==> config.mk <==
export PLATFORM = sky130hd
export DESIGN_NAME = ball_handoff_sequencer
export DESIGN_NICKNAME = d
export VERILOG_FILES = /design/src/rtl/handoff_pkg.sv /design/src/rtl/handoff_rx_filter.sv /design/src/rtl/ball_handoff_sequencer.sv
export SDC_FILE = /design/constraint.sdc
export NUM_CORES = 1
export LEC_CHECK = 0
export ABC_AREA = 1
export ABC_CLOCK_PERIOD_IN_PS = 2700
export CAP_MARGIN = 40
export CORE_MARGIN = 3
export CORE_UTILIZATION = 23
export CTS_CLUSTER_SIZE = 10
export DETAILED_ROUTE_END_ITERATION = 8
export HOLD_SLACK_MARGIN = 0.06
export PLACE_DENSITY = 0.53
export SYNTH_ARGS = -nofsm -noshare
export SYNTH_HDL_FRONTEND = slang
export SYNTH_HIERARCHICAL = 1
export SYNTH_SLANG_ARGS = --single-unit
==> constraint.sdc <==
create_clock -name clk_25MHZ -period 2.7 [get_ports clk_25MHZ]
set_input_delay 0.54 -clock clk_25MHZ [delete_from_list [all_inputs] [get_ports clk_25MHZ]]
set_output_delay 0.54 -clock clk_25MHZ [all_outputs]
set_load 0.1 [all_outputs]
==> src/rtl/handoff_pkg.sv <==
// Shared types and helpers for the inter-board ball hand-off sequencer.
package handoff_pkg;

  localparam int unsigned BYTE_W = 8;
  localparam int unsigned Y_W    = 10;
  localparam int unsigned VY_W   = 8;

  localparam logic [6:0] TRIG_MAGIC = 7'h52;

  typedef enum logic [2:0] {
    IDLE,
    LATCH,
    SEND,
    WAIT,
    BACKOFF,
    HOLD,
    FAIL
  } tx_state_t;

  typedef struct packed {
    logic [BYTE_W-1:0] y0;
    logic [BYTE_W-1:0] y1;
  } y_bytes_t;

  // Splits a 10-bit y into the two wire bytes {6'b0,y[9:8]}, y[7:0].
  function automatic y_bytes_t pack_y(input logic [Y_W-1:0] y);
    y_bytes_t b;
    b.y0 = {6'b0, y[9:8]};
    b.y1 = y[7:0];
    return b;
  endfunction

endpackage

==> src/rtl/handoff_rx_filter.sv <==
// Receive side: accepts a new ball from the I2C slave regs once the trigger byte is stable.
module handoff_rx_filter
  import handoff_pkg::*;
#(
  parameter int unsigned RX_STABLE = 4
) (
  input  logic              clk_25MHZ,
  input  logic              reset,
  input  logic [BYTE_W-1:0] slv_reg0_y0,
  input  logic [BYTE_W-1:0] slv_reg1_y1,
  input  logic [BYTE_W-1:0] slv_reg2_speed,
  input  logic [BYTE_W-1:0] slv_reg3_trig,
  output logic              go_right,
  output logic [Y_W-1:0]    rx_y,
  output logic [VY_W-1:0]   rx_vy
);

  localparam int unsigned CNT_W = $clog2(RX_STABLE + 1);

  logic [BYTE_W-1:0] trig_prev_q;
  logic [CNT_W-1:0]  stable_cnt_q, stable_cnt_d;
  logic              last_seq_q;
  logic              seq_seen_q;
  logic              go_right_q;
  logic [Y_W-1:0]    rx_y_q;
  logic [VY_W-1:0]   rx_vy_q;
  logic              accept_c;

  // seq_seen_q lets the very first valid trigger through even though last_seq resets to 1.
  always_comb begin
    stable_cnt_d = stable_cnt_q;
    if (slv_reg3_trig != trig_prev_q) begin
      stable_cnt_d = CNT_W'(1);
    end else if (stable_cnt_q != CNT_W'(RX_STABLE)) begin
      stable_cnt_d = stable_cnt_q + CNT_W'(1);
    end
    accept_c = (slv_reg3_trig[7:1] == TRIG_MAGIC)
            && (!seq_seen_q || (slv_reg3_trig[0] != last_seq_q))
            && (stable_cnt_d == CNT_W'(RX_STABLE));
  end

  always_ff @(posedge clk_25MHZ or posedge reset) begin
    if (reset) begin
      trig_prev_q  <= '0;
      stable_cnt_q <= '0;
      last_seq_q   <= 1'b1;
      seq_seen_q   <= 1'b0;
      go_right_q   <= 1'b0;
      rx_y_q       <= '0;
      rx_vy_q      <= '0;
    end else begin
      trig_prev_q  <= slv_reg3_trig;
      stable_cnt_q <= stable_cnt_d;
      go_right_q   <= accept_c;
      if (accept_c) begin
        last_seq_q <= slv_reg3_trig[0];
        seq_seen_q <= 1'b1;
        rx_y_q     <= {slv_reg0_y0[1:0], slv_reg1_y1};
        rx_vy_q    <= slv_reg2_speed;
      end
    end
  end

  assign go_right = go_right_q;
  assign rx_y     = rx_y_q;
  assign rx_vy    = rx_vy_q;

endmodule

==> src/rtl/ball_handoff_sequencer.sv <==
// Ball hand-off between boards: TX retry FSM toward the I2C master plus the RX acceptance filter.
module ball_handoff_sequencer
  import handoff_pkg::*;
#(
  parameter int unsigned MAX_RETRY   = 3,
  parameter int unsigned ACK_TIMEOUT = 250000,
  parameter int unsigned BACKOFF_CYC = 25000,
  parameter int unsigned RX_STABLE   = 4
) (
  input  logic              clk_25MHZ,
  input  logic              reset,
  input  logic              ball_send_trigger,
  input  logic [Y_W-1:0]    ball_y,
  input  logic [VY_W-1:0]   ball_vy,
  input  logic              tx_busy,
  input  logic              tx_done,
  input  logic              tx_err,
  output logic              tx_start,
  output logic [BYTE_W-1:0] tx_y0,
  output logic [BYTE_W-1:0] tx_y1,
  output logic [BYTE_W-1:0] tx_speed,
  output logic [BYTE_W-1:0] tx_trig,
  input  logic [BYTE_W-1:0] slv_reg0_y0,
  input  logic [BYTE_W-1:0] slv_reg1_y1,
  input  logic [BYTE_W-1:0] slv_reg2_speed,
  input  logic [BYTE_W-1:0] slv_reg3_trig,
  output logic              go_right,
  output logic [Y_W-1:0]    rx_y,
  output logic [VY_W-1:0]   rx_vy,
  output logic              tx_fail
);

  localparam int unsigned TMR_W   = $clog2(ACK_TIMEOUT + 1);
  localparam int unsigned BOFF_W  = $clog2(BACKOFF_CYC + 1);
  localparam int unsigned RETRY_W = $clog2(MAX_RETRY + 1);

  tx_state_t         state_q, state_d;
  logic              trig_q;
  logic              seq_q, seq_d;
  logic [RETRY_W-1:0] retry_q, retry_d;
  logic [TMR_W-1:0]  timer_q, timer_d;
  logic [BOFF_W-1:0] boff_q, boff_d;
  logic              tx_start_q, tx_start_d;
  logic              tx_fail_q, tx_fail_d;
  y_bytes_t          tx_ybytes_q, tx_ybytes_d;
  logic [BYTE_W-1:0] tx_speed_q, tx_speed_d;
  logic [BYTE_W-1:0] tx_trig_q, tx_trig_d;
  logic              rise_c;

  assign rise_c = ball_send_trigger & ~trig_q;

  always_ff @(posedge clk_25MHZ or posedge reset) begin
    if (reset) begin
      state_q     <= IDLE;
      trig_q      <= 1'b0;
      seq_q       <= 1'b0;
      retry_q     <= '0;
      timer_q     <= '0;
      boff_q      <= '0;
      tx_start_q  <= 1'b0;
      tx_fail_q   <= 1'b0;
      tx_ybytes_q <= '0;
      tx_speed_q  <= '0;
      tx_trig_q   <= '0;
    end else begin
      state_q     <= state_d;
      trig_q      <= ball_send_trigger;
      seq_q       <= seq_d;
      retry_q     <= retry_d;
      timer_q     <= timer_d;
      boff_q      <= boff_d;
      tx_start_q  <= tx_start_d;
      tx_fail_q   <= tx_fail_d;
      tx_ybytes_q <= tx_ybytes_d;
      tx_speed_q  <= tx_speed_d;
      tx_trig_q   <= tx_trig_d;
    end
  end

  // TX sequencing; the same seq is reused across all retries of one ball.
  always_comb begin
    state_d     = state_q;
    seq_d       = seq_q;
    retry_d     = retry_q;
    timer_d     = timer_q;
    boff_d      = boff_q;
    tx_start_d  = 1'b0;
    tx_fail_d   = tx_fail_q;
    tx_ybytes_d = tx_ybytes_q;
    tx_speed_d  = tx_speed_q;
    tx_trig_d   = tx_trig_q;
    case (state_q)
      IDLE: begin
        if (rise_c) state_d = LATCH;
      end
      LATCH: begin
        tx_ybytes_d = pack_y(ball_y);
        tx_speed_d  = ball_vy;
        tx_trig_d   = {TRIG_MAGIC, ~seq_q};
        seq_d       = ~seq_q;
        retry_d     = '0;
        tx_fail_d   = 1'b0;
        state_d     = SEND;
      end
      SEND: begin
        if (!tx_busy) begin
          tx_start_d = 1'b1;
          timer_d    = '0;
          state_d    = WAIT;
        end
      end
      WAIT: begin
        if (timer_q != TMR_W'(ACK_TIMEOUT - 1)) timer_d = timer_q + TMR_W'(1);
        if (tx_done) begin
          state_d = HOLD;
        end else if (tx_err || (timer_q == TMR_W'(ACK_TIMEOUT - 1))) begin
          if (retry_q == RETRY_W'(MAX_RETRY)) begin
            tx_fail_d = 1'b1;
            state_d   = FAIL;
          end else begin
            boff_d  = '0;
            state_d = BACKOFF;
          end
        end
      end
      BACKOFF: begin
        if (boff_q == BOFF_W'(BACKOFF_CYC - 1)) begin
          if (retry_q != RETRY_W'(MAX_RETRY)) retry_d = retry_q + RETRY_W'(1);
          state_d = SEND;
        end else begin
          boff_d = boff_q + BOFF_W'(1);
        end
      end
      HOLD, FAIL: begin
        if (!ball_send_trigger) state_d = IDLE;
      end
      default: state_d = IDLE;
    endcase
  end

  assign tx_start = tx_start_q;
  assign tx_fail  = tx_fail_q;
  assign tx_y0    = tx_ybytes_q.y0;
  assign tx_y1    = tx_ybytes_q.y1;
  assign tx_speed = tx_speed_q;
  assign tx_trig  = tx_trig_q;

  handoff_rx_filter #(
    .RX_STABLE(RX_STABLE)
  ) u_rx_filter (
    .clk_25MHZ     (clk_25MHZ),
    .reset         (reset),
    .slv_reg0_y0   (slv_reg0_y0),
    .slv_reg1_y1   (slv_reg1_y1),
    .slv_reg2_speed(slv_reg2_speed),
    .slv_reg3_trig (slv_reg3_trig),
    .go_right      (go_right),
    .rx_y          (rx_y),
    .rx_vy         (rx_vy)
  );

endmodule
* Yosys cells after proc, flatten, opt, wreduce, memory -nomap -nowiden
Index checks and enable logic that the tools add are counted.
** Word-level totals
- Register bits :: 94
- Input bits :: 56
- Output and inout port bits :: 53
- Logic and storage cells :: 97
** Cells by class
- $add $sub $neg :: 4
- Eq/ne operators :: 28
- Muxes and demuxes :: 27
- Bitwise gates (word level) :: 3
- Reduce and logical (&&, ||, !) cells :: 16
** Operators with widths (number)
- $mux W15 :: 4
- $mux W18 :: 2
- $pmux W18 S2 :: 1
- $pmux W15 S2 :: 1
- $mux W3 :: 8
- $ne A2 B2 Y1 const B :: 12
- $add A18 B1 Y18 const B :: 1
- $eq A18 B18 Y1 const B :: 1
- $ne A18 B18 Y1 const B :: 1
- $pmux W3 S6 :: 1
- $add A15 B1 Y15 const B :: 1
- $eq A15 B15 Y1 const B :: 1
- $eq A3 B3 Y1 const B :: 4
- $reduce_and A5 Y1 :: 2
- $ne A8 B8 Y1 :: 1
- $reduce_bool A2 Y1 :: 4
- $eq A7 B7 Y1 const B :: 1
- $eq A3 B2 Y1 const B :: 2
- $mux W2 :: 3
- $ne A3 B3 Y1 const B :: 2
- $reduce_and A3 Y1 :: 2
- $mux W1 :: 5
- $pmux W2 S2 :: 1
- $reduce_and A4 Y1 :: 1
- other kinds (13) :: 16

* Logic depth before layout (Yosys ltp)
- Word-level depth :: 5
- Mapped depth :: 11
- Depth with buffers taken out :: 10

* Cells and area by module
The synthesis kept the hierarchy.
** By module, submodules not included
- ball_handoff_sequencer :: instances 1, cells an instance 437, area each 3319.4 um^2, seq. area each 1526.5 um^2
- handoff_rx_filter :: instances 1, cells an instance 175, area each 1522.7 um^2, seq. area each 802.0 um^2

* Worst setup path after synthesis
OpenSTA, ideal clock, no wires.
- Path type :: flip-flop to output port
- From :: reg tx_trig[2] (netlist name)
- To :: out tx_trig[5]
- Data arrival time :: 1351 ps
- Required time :: 2160 ps
- Slack :: 809 ps
- Cell stages (with the launch flop) :: 2
- Path buffers :: 1
- Path through :: dfrtp_1 > buf_4
** RTL lines
- end: declaration :: line ball_handoff_sequencer.sv:22 : output logic [BYTE_W-1:0] tx_trig,
No word-level cell between the ends.

* Worst setup path in the final report
- From :: reg timer_q[0]
- To :: reg timer_q[14]
** Between the ends
- Word-level cells in the longest chain between the ends :: 3
- Elaborated cells between the ends (all ways) :: 6
- Those cells by class :: 1 x add/sub; 2 x eq/ne; 2 x mux; 1 x reduce/logical
** Ends and longest elaborated chain
- start: declaration :: line ball_handoff_sequencer.sv:41 : logic [TMR_W-1:0] timer_q, timer_d;
- start signal: assignment :: line ball_handoff_sequencer.sv:70 : timer_q <= timer_d;
- $add A18 B1 Y18 / $ne A18 B18 Y1 (equally long branches) :: line ball_handoff_sequencer.sv:113 : if (timer_q != TMR_W'(ACK_TIMEOUT - 1)) timer_d = timer_q + TMR_W'(1);
- $mux W18 / $ne A2 B2 Y1 (equally long branches)
- $pmux W18 S2 / $reduce_and A3 Y1 (equally long branches)
Several ways; a longest one is shown, not always the timed one. The select of a mux whose other input is x is not followed.
A chain may end at the register's enable or synchronous reset.

==> results.yml <==
synthesis:
  synth_area_leaders: "dfrtp_1, nand2_1, nand4_1, inv_1, nor2_1"
  synthCells: 612
  synth-edff-count: 0
  yosysWarningCount: 6
  ys_seq_area_frac: 0.481
  synthArstFlopShare: 1.00
  yosys_register_bits: 93
  yosysTopAreaCellShare: 0.475
  synth_flop_cell: "dfrtp_1"
  netlist_area_um2: 4840
  yosys.area.top_type: "dfrtp_1"
  avgSynthCellArea_um2: 7.91
  ys_types: 36
global_route:
  grt_start_max_net_pins: 40
  antenna_found_initial: 0
  grt_pass1_wl_mm: 18.9
  grt_overflow: 0
  grt_pass1_vias: 4027
  track_usage: 0.102
critical_path:
  path_cells: "ha_1 > nand3_2 > nor2_1 > nand3_1 > nand2_1 > nand2_2 > nand4_1 > o21ai_1"
  cp_slowest_cell: "dfrtp_1"
  criticalPathCategory: "flop to flop"
  path_max_fanout: 23
  crit_required_ps: 2910
  max_stage_delay_ps: 420
  end_kind: "flop"
  crit_family: "simple AND/OR/NAND/NOR gates"
  cp.arrival_ps: 2090
  cp_num_buf_inv: 0
  worst_setup_path_start_kind: "flop"
cts:
  numCtsBuffers: 9
  cts-root-buf: "clkbuf_16"
  clkSinkCount: 93
  ctsHoldBuffers: 0
  htreeDepth: 3
  clock_latency_ps: 350
  clk_pin_slew_ps: 60
  cts_tree: "done"
  post_cts.repair.setup_buffers: 0
  clock_path_buffers: 2
  cts_resized: 0
cells_and_area:
  nets: 765
  stdcell_count: 979
  mostFrequentLayoutCell: "nand2_1"
  final_cell_mix: "nand2_1, dfrtp_1, inv_1"
  n_antenna_cell: 0
  drive_gt1_frac: 0.150
  syn_to_final_growth_pct: 27.6
power:
  power_density_nw_per_um2: 927
  p_leak_nw: 3.00
  finalPower_w: 0.00573
  ir_drop_mv: 0.811
sta:
  maxSlewViolCount: 0
  finalCritPeriodShare: 0.694
  final_hold_viol_count: 0
  min_period_ps: 1870
  fin_skew_ps: 7.47
  rsz0062_at_grt: "no"
  fmax_mhz: 534
  setup_tns_ps: 0
  setup_viol: 0
  fin_ws_ps: 827
route:
  drc: 0
  avgViaCountPerCell: 4.13
  ant_nets: 0
  wl_mm: 11.2
  vias: 4043
  drt_iter0_markers: 171
  dr.pass1.iters: 5
  wire_per_inst_um: 11.4
outcome:
  status: "finished clean"
floorplan:
  die_area_um2: 22800
  coreArea_um2: 20400
  rows: 52
  initial_utilization: 0.237
  ios: 109
  die_w_um: 151
  die_y_um: 151
placed_design:
  placed_cells: 963
  place_ws_ps: 451
  hpwl_mm: 7.96
  place.gp.congestion: 0.770
  port_buffers: 92
flow_run:
  cap_violations: 0
worst_hold_path:
  hold_path.class: "flop to flop"
==> path summary, 6_finish.rpt <==
kind | startpoint | end | slack [ps] | cells past startpoint
max in group asynchronous | reset | timer_q[5] | 1500 | 3
worst max register to register | timer_q[0] | timer_q[14] | 830 | 8
min in group asynchronous | reset | u_rx_filter/stable_cnt_q[1] | 540 | 2
worst min register to register | u_rx_filter/rx_vy[6] | u_rx_filter/rx_vy[6] | 470 | 2
worst min-delay path | u_rx_filter/rx_vy[6] | u_rx_filter/rx_vy[6] | 470 | 2
worst max-delay path | timer_q[0] | timer_q[14] | 830 | 8
==> synthesized netlist by cell type, drive strengths merged (3+ instances only) <==
| cell type | instances |
|---|---|
| clkbuf | 3 |
| xnor2 | 4 |
| xor2 | 11 |
| ha | 5 |
| o21ai | 32 |
| nand4 | 35 |
| nand3 | 33 |
| nor3 | 14 |
| a21oi | 4 |
| nand2 | 222 |
| nor2 | 49 |
| buf | 26 |
| dfrtp | 92 |
| inv | 69 |
==> through the flow <==
step / cell area (µm²) / utilization / hold WS [ps]
floorplan: 4880 / - / 434
global placement: 5890 / 0.288 / 456
detailed placement: 5890 / 0.288 / 460
CTS: 6180 / 0.302 / 476
global route: 6180 / 0.302 / 494
finish: 6180 / 0.302 / 469
==> registers in the layout, indices dropped and copies added (netlist names) <==
| register | flops |
|---|---|
| boff_q | 15 |
| retry_q | 2 |
| state_q | 3 |
| timer_q | 18 |
| trig_q | 1 |
| tx_fail | 1 |
| tx_speed | 8 |
| tx_start | 1 |
| tx_trig | 2 |
| tx_y0 | 2 |
| tx_y1 | 8 |
| u_rx_filter/go_right | 1 |
| u_rx_filter/last_seq_q | 1 |
| u_rx_filter/rx_vy | 8 |
| u_rx_filter/rx_y | 10 |
| u_rx_filter/seq_seen_q | 1 |
| u_rx_filter/stable_cnt_q | 3 |
| u_rx_filter/trig_prev_q | 8 |
==> tightest hold or removal path, delay by kind of cell, from the launching register on <==
| kind | cells | cell delay, ps |
|---|---|---|
| AND/OR/NAND/NOR | 2 | 90 |
| flip-flops | 1 | 340 |
==> power by group <==
part | leakage [nW] | switching [W] | internal [W] | total [W]
logic | 1.64 | 0.00195 | 0.000596 | 0.00255
registers | 1.22 | 0.000247 | 0.00167 | 0.00192
clock network | 0.147 | 0.000543 | 0.000718 | 0.00126
total | 3.00 | 0.00274 | 0.00299 | 0.00573
==> per-layer routing <==
layer  routed length (µm)  global-route usage
met5                    0                   0
met4                  163              0.0295
met3                 1060              0.0374
met2                 4610               0.157
met1                 5320               0.133
==> cell type report <==
class | instances | area (µm²)
clock buffer | 10 | 229
clock inverter | 6 | 62.6
fill | 2257 | 14200
inverter | 69 | 259
multi-input combinational | 430 | 2070
sequential | 93 | 2330
tap | 270 | 338
timing repair buffer | 101 | 893
==> cell families after synthesis <==
kind of cell / share of synthesized area
AO/OA/AOI/OAI: 0.0473
AND/OR/NAND/NOR: 0.332
adder cells (fa/ha/maj): 0.0129
XOR/XNOR: 0.0271
other: 0.000774
flip-flops: 0.481
buffers and inverters: 0.0987
Note: power is estimated with default switching activity, not from simulation.
